**src/rtl/imem_fetch_arbiter.sv**
```systemverilog
// Round-robin arbiter sharing one fixed-latency instruction memory between fetch units.
// A tag pipeline follows each read so the word returns to its core; a redirect squashes that core's reads.
module imem_fetch_arbiter #(
  parameter int unsigned NUM_CORES = 4,
  parameter int unsigned ADDR_W    = 32,
  parameter int unsigned DATA_W    = 32,
  parameter int unsigned MEM_LAT   = 1
) (
  input  logic                        i_clk,
  input  logic                        i_reset,
  input  logic [NUM_CORES-1:0]        i_req,
  input  logic [NUM_CORES*ADDR_W-1:0] i_addr,
  input  logic [NUM_CORES-1:0]        i_flush,
  output logic [NUM_CORES-1:0]        o_gnt,
  output logic [NUM_CORES-1:0]        o_rvalid,
  output logic [DATA_W-1:0]           o_rdata,
  output logic                        o_mem_en,
  output logic [ADDR_W-1:0]           o_mem_addr,
  input  logic [DATA_W-1:0]           i_mem_rdata
);

  localparam int unsigned ID_W = (NUM_CORES > 1) ? $clog2(NUM_CORES) : 1;

  logic [ID_W-1:0]      r_rr_ptr;
  logic [NUM_CORES-1:0] w_cand;
  logic                 w_hit;
  logic [ID_W-1:0]      w_win;

  logic [MEM_LAT-1:0]   r_tag_vld;
  logic [ID_W-1:0]      r_tag_id [MEM_LAT];
  logic [ID_W-1:0]      w_rsp_id;

  function automatic logic [ID_W-1:0] wrap_idx(input logic [ID_W-1:0] base,
                                               input int unsigned     off);
    int unsigned s;
    s = 32'(base) + off;
    if (s >= NUM_CORES) s = s - NUM_CORES;
    return s[ID_W-1:0];
  endfunction

  // A core being redirected this cycle is excluded so its stale address is never issued.
  always_comb begin
    w_cand = i_req & ~i_flush;
    w_hit  = 1'b0;
    w_win  = '0;
    for (int unsigned k = 0; k < NUM_CORES; k++) begin
      if (!w_hit && w_cand[wrap_idx(r_rr_ptr, k)]) begin
        w_hit = 1'b1;
        w_win = wrap_idx(r_rr_ptr, k);
      end
    end
  end

  always_comb begin
    o_gnt      = '0;
    o_mem_addr = '0;
    if (w_hit) begin
      o_gnt[w_win] = 1'b1;
      o_mem_addr   = i_addr[w_win*ADDR_W +: ADDR_W];
    end
  end

  assign o_mem_en = w_hit;

  always_ff @(posedge i_clk) begin
    if (i_reset) begin
      r_rr_ptr <= '0;
    end else if (w_hit) begin
      r_rr_ptr <= wrap_idx(w_win, 1);
    end
  end

  // Valid bits of a flushed core are dropped as they move to the next stage.
  always_ff @(posedge i_clk) begin
    if (i_reset) begin
      r_tag_vld <= '0;
    end else begin
      r_tag_vld[0] <= w_hit;
      for (int unsigned k = 1; k < MEM_LAT; k++) begin
        r_tag_vld[k] <= r_tag_vld[k-1] & ~i_flush[r_tag_id[k-1]];
      end
    end
  end

  always_ff @(posedge i_clk) begin
    r_tag_id[0] <= w_win;
    for (int unsigned k = 1; k < MEM_LAT; k++) begin
      r_tag_id[k] <= r_tag_id[k-1];
    end
  end

  assign w_rsp_id = r_tag_id[MEM_LAT-1];

  // The final stage is also gated by this cycle's flush, dropping a response that lands on a redirect.
  always_comb begin
    o_rvalid = '0;
    if (r_tag_vld[MEM_LAT-1] && !i_flush[w_rsp_id]) begin
      o_rvalid[w_rsp_id] = 1'b1;
    end
  end

  assign o_rdata = i_mem_rdata;

endmodule

```
**config.mk**
```make
export PLATFORM = sky130hd
export DESIGN_NAME = imem_fetch_arbiter
export DESIGN_NICKNAME = d
export VERILOG_FILES = /design/src/rtl/imem_fetch_arbiter.sv
export SDC_FILE = /design/constraint.sdc
export NUM_CORES = 1
export LEC_CHECK = 0
export CORE_AREA = 2 2 95 97
export DETAILED_ROUTE_END_ITERATION = 10
export DIE_AREA = 0 0 97 99
export PLACE_DENSITY = 0.64
export SLEW_MARGIN = 20
export SYNTH_ARGS = -nofsm -noshare
export SYNTH_HDL_FRONTEND = slang
export SYNTH_SLANG_ARGS = --single-unit
```
**constraint.sdc**
```tcl
create_clock -name i_clk -period 2.6 [get_ports i_clk]
set_clock_uncertainty 0.1 [all_clocks]
set_input_delay 0.52 -clock i_clk [delete_from_list [all_inputs] [get_ports i_clk]]
set_output_delay 0.52 -clock i_clk [all_outputs]
set_load 0.05 [all_outputs]
```
==> results of run 1 <==
-- cell type report --
class | instances | area (sq um) | area share
Multi-Input combinational cell | 130 | 1640 | 0.356
Tap cell | 108 | 135 | 0.0294
Timing Repair Buffer | 211 | 2670 | 0.579
Sequential cell | 5 | 100 | 0.0218
Inverter | 5 | 18.8 | 0.00408
Clock buffer | 4 | 45.0 | 0.00979
-- cells by family after synthesis --
logic type / after synthesis / synth area share
xor+xnor: 1 / 0.00571
compound gates: 43 / 0.182
simple gates: 22 / 0.0905
mux: 64 / 0.417
flops: 5 / 0.0652
buf+inv: 51 / 0.240
-- layer usage --
metal	wire length, microns	up-vias	share of wire
met4	163	0	0.020
met3	576	12	0.071
met5	0	-	0
met1	2840	989	0.35
li1	-	1009	-
met2	4590	122	0.56
-- repair_timing --
| action | in CTS | in global routing |
|---|---|---|
| buffers inserted | 10 | 2 |
| setup endpoints to repair | 36 | 36 |
| resized for setup | 85 | 33 |
| pin swaps | 14 | 12 |
| gates cloned | 4 | 0 |
-- synthesized netlist by cell type, drive strengths merged --
| library cell | number |
|---|---|
| o21ai | 5 |
| nor2 | 7 |
| dfxtp | 5 |
| nand2b | 3 |
| nor2b | 2 |
| a21o | 1 |
| o221ai | 2 |
| clkbuf | 6 |
| nor4bb | 1 |
| xnor2 | 1 |
| a311oi | 1 |
| o22ai | 32 |
| inv | 5 |
| mux2i | 64 |
| nor4b | 1 |
| and3 | 1 |
| a21oi | 2 |
| nand2 | 3 |
| buf | 40 |
| nor3b | 2 |
| nor3 | 2 |
-- worst register-to-register path: cells and delay by family, from the launching register on --
kind                      cells  cell delay [ns]
buffers and inverters         3             0.42
DFF                           1             0.45
xor gates and xnor gates      1             0.13
AOI/OAI and AO/OA             3             0.48
-- cells in the final DEF, fill, tap and decap left out, types with 5 or more instances in the layout --
cell	netlist	routed
buf_16	0	6
dfxtp_1	5	5
mux2i_4	0	18
buf_12	0	49
buf_4	36	19
clkdlybuf4s50_1	0	129
o22ai_2	0	29
mux2i_2	0	14
mux2i_1	64	32
-- worst paths after layout --
path / depth (start not counted) / slack, ns / endpoint
worst max-delay path: 9 / -0.04 / o_mem_addr[30]
worst min-delay path: 2 / 0.47 / r_rr_ptr[1]$_SDFFE_PP0P_
worst max register to register: 7 / 0.91 / r_rr_ptr[1]$_SDFFE_PP0P_
worst min register to register: 2 / 0.47 / r_rr_ptr[1]$_SDFFE_PP0P_
-- power groups by stage --
stage | clock [uW] | combinational (uW) | sequential [uW]
after floorplan | 0 | 950 | 100
after global placement | 0 | 1620 | 103
after detailed placement | 0 | 1630 | 104
after CTS | 145 | 1850 | 103
after global routing | 148 | 1980 | 105
final | 142 | 1910 | 104
-- flip-flops by register name, summed over array words and instances, names as in the netlist --
name / count
r_tag_id: 2
r_tag_vld: 1
r_rr_ptr: 2
-- metrics by stage --
| stage | power (uW) | cells | hold slack, ns | instance area [sq um] |
|---|---|---|---|---|
| 2_1_floorplan | 1050 | 186 | 0.387 | 1720 |
| 3_3_place_gp | 1720 | 444 | 0.428 | 3940 |
| 3_5_place_dp | 1730 | 444 | 0.461 | 3940 |
| 4_1_cts | 2100 | 462 | 0.464 | 4420 |
| 5_1_grt | 2230 | 463 | 0.502 | 4600 |
| 6_report | 2160 | 463 | 0.474 | 4600 |
==> flow_summary.toml, run 1 <==
[final_layout]
num-fill-cells = 734
fin_util = 0.538
diodes = 0
final_layout_size_suffix_gt1_frac = 0.465
nNetsFinal = 526
synthToLayoutAreaGrowth_pct = 200

[place]
io_buffers = 178
gp_congestion = 0.839
pre_cts_slack_ns = -0.442
dp_hpwl_mm = 6.19

[global_route]
met1_usage = 0.172
grt_remaining_overflow = 0
grtUsageMet2 = 0.296
grt_max_degree = 21
grt_usage = 0.156
antenna_found_initial = 0
top_usage_layer = "met2"
met3_usage = 0.0340
grt_pass1_wl_mm = 12.1
grt_pass1_vias = 2317

[worst_setup_path]
worst_path_most_repeated_cell = "buf_12"
required_ns = 1.98
path_max_fanout = 7
cp_num_buf_inv = 4
crit_chain = "buf_8 -> nor2b_4 -> o221ai_2 -> a21o_4 -> buf_12 -> buf_16 -> mux2i_4 -> o22ai_2 -> buf_12"
cp_slowest_cell = "a21o_4"
arrival_ns = 2.02
reg2reg_from = "r_rr_ptr[0]$_SDFFE_PP0P_"
crit_path_max_incr_delay_ns = 0.24
path_class = "input port to primary output"
crit_path_start = "i_flush[1]"
cp-end-kind = "primary output"
cp_top_family = "buffers and inverters"
start_kind = "input port"

[sta]
tns_ns = -0.0965
fin_crit_ns = 2.64
max_freq_ghz = 0.379
finalMaxSlewViolations = 0
setup_ws_ns = -0.0356
relSlewSlack = 0.767
tightest_slew_ns = 0.345
finalHoldViolCount = 0
fin_crit_sh = 1.01
report.final.setup_viol = 8
rsz0062_at_grt = "yes"

[drt]
first_pass_iters = 4
drt_first_iter_violations = 45
vias_per_cell = 4.60
wirelength_mm = 8.16
vias = 2132
route.detailed.drc = 0
wl_per_cell_microns = 17.6
drtAntennaViolNets = 0

[floorplan]
die_w_microns = 97
dieHeight_microns = 99
core-area_sq_um = 8550
rows = 34
dieArea_sq_um = 9600
initial_utilization = 0.180
io_pins = 243

[power]
seqPwrFrac = 0.048
ir_drop_mv = 0.286
powerDensity_nw_per_um2 = 469
intPower_uw = 1230
p_sw_uw = 931
p_comb_frac = 0.886
swShare = 0.432
p_leak_uw = 0.00188
clkPwrFrac = 0.066

[job]
maxCapViolations = 0

[synthesis]
ys_seq_area_frac = 0.0652
syn_nets = 356
synth-seq-cells = 5
synthesis.area_sq_um = 1540
yosysTopAreaCellShare = 0.417
synth_area_leaders = "mux2i_1 42%, buf_4 18%, o22ai_1 13%"
syn_inst = 186
avgSynthCellArea_sq_um = 8.25
synth_cell_type_count = 28
yosys_warnings = 0
synth_top_area_cell = "mux2i_1"

[run_status]
status = "complete, but fails checks"
failed_checks = "negative setup slack"

[clocking]
numClockSinks = 5
root_buffer = "clkbuf_8"
numCtsBuffers = 3
clk_latency_ns = 0.22
cts_max_level = 1
clockBufferDepth = 2
clkTransAtPathRegs_ns = 0.03
cts_tree = "yes"
cts_hold_buf = 0

[min_path]
hp-start = "r_rr_ptr[1]$_SDFFE_PP0P_"
hp-class = "flip-flop to flip-flop"
No activity file was read; power rests on OpenSTA's default activity.
==> inputs of run 2 (changes only) <==
--- a/config.mk
+++ b/config.mk
@@ -5,6 +5,7 @@
 export SDC_FILE = /design/constraint.sdc
 export NUM_CORES = 1
 export LEC_CHECK = 0
+export ABC_CLOCK_PERIOD_IN_PS = 2600
 export CORE_AREA = 2 2 95 97
 export DETAILED_ROUTE_END_ITERATION = 10
 export DIE_AREA = 0 0 97 99
==> results of run 2 <==
Final layout, timing and power as in run 1 (identical DEF).
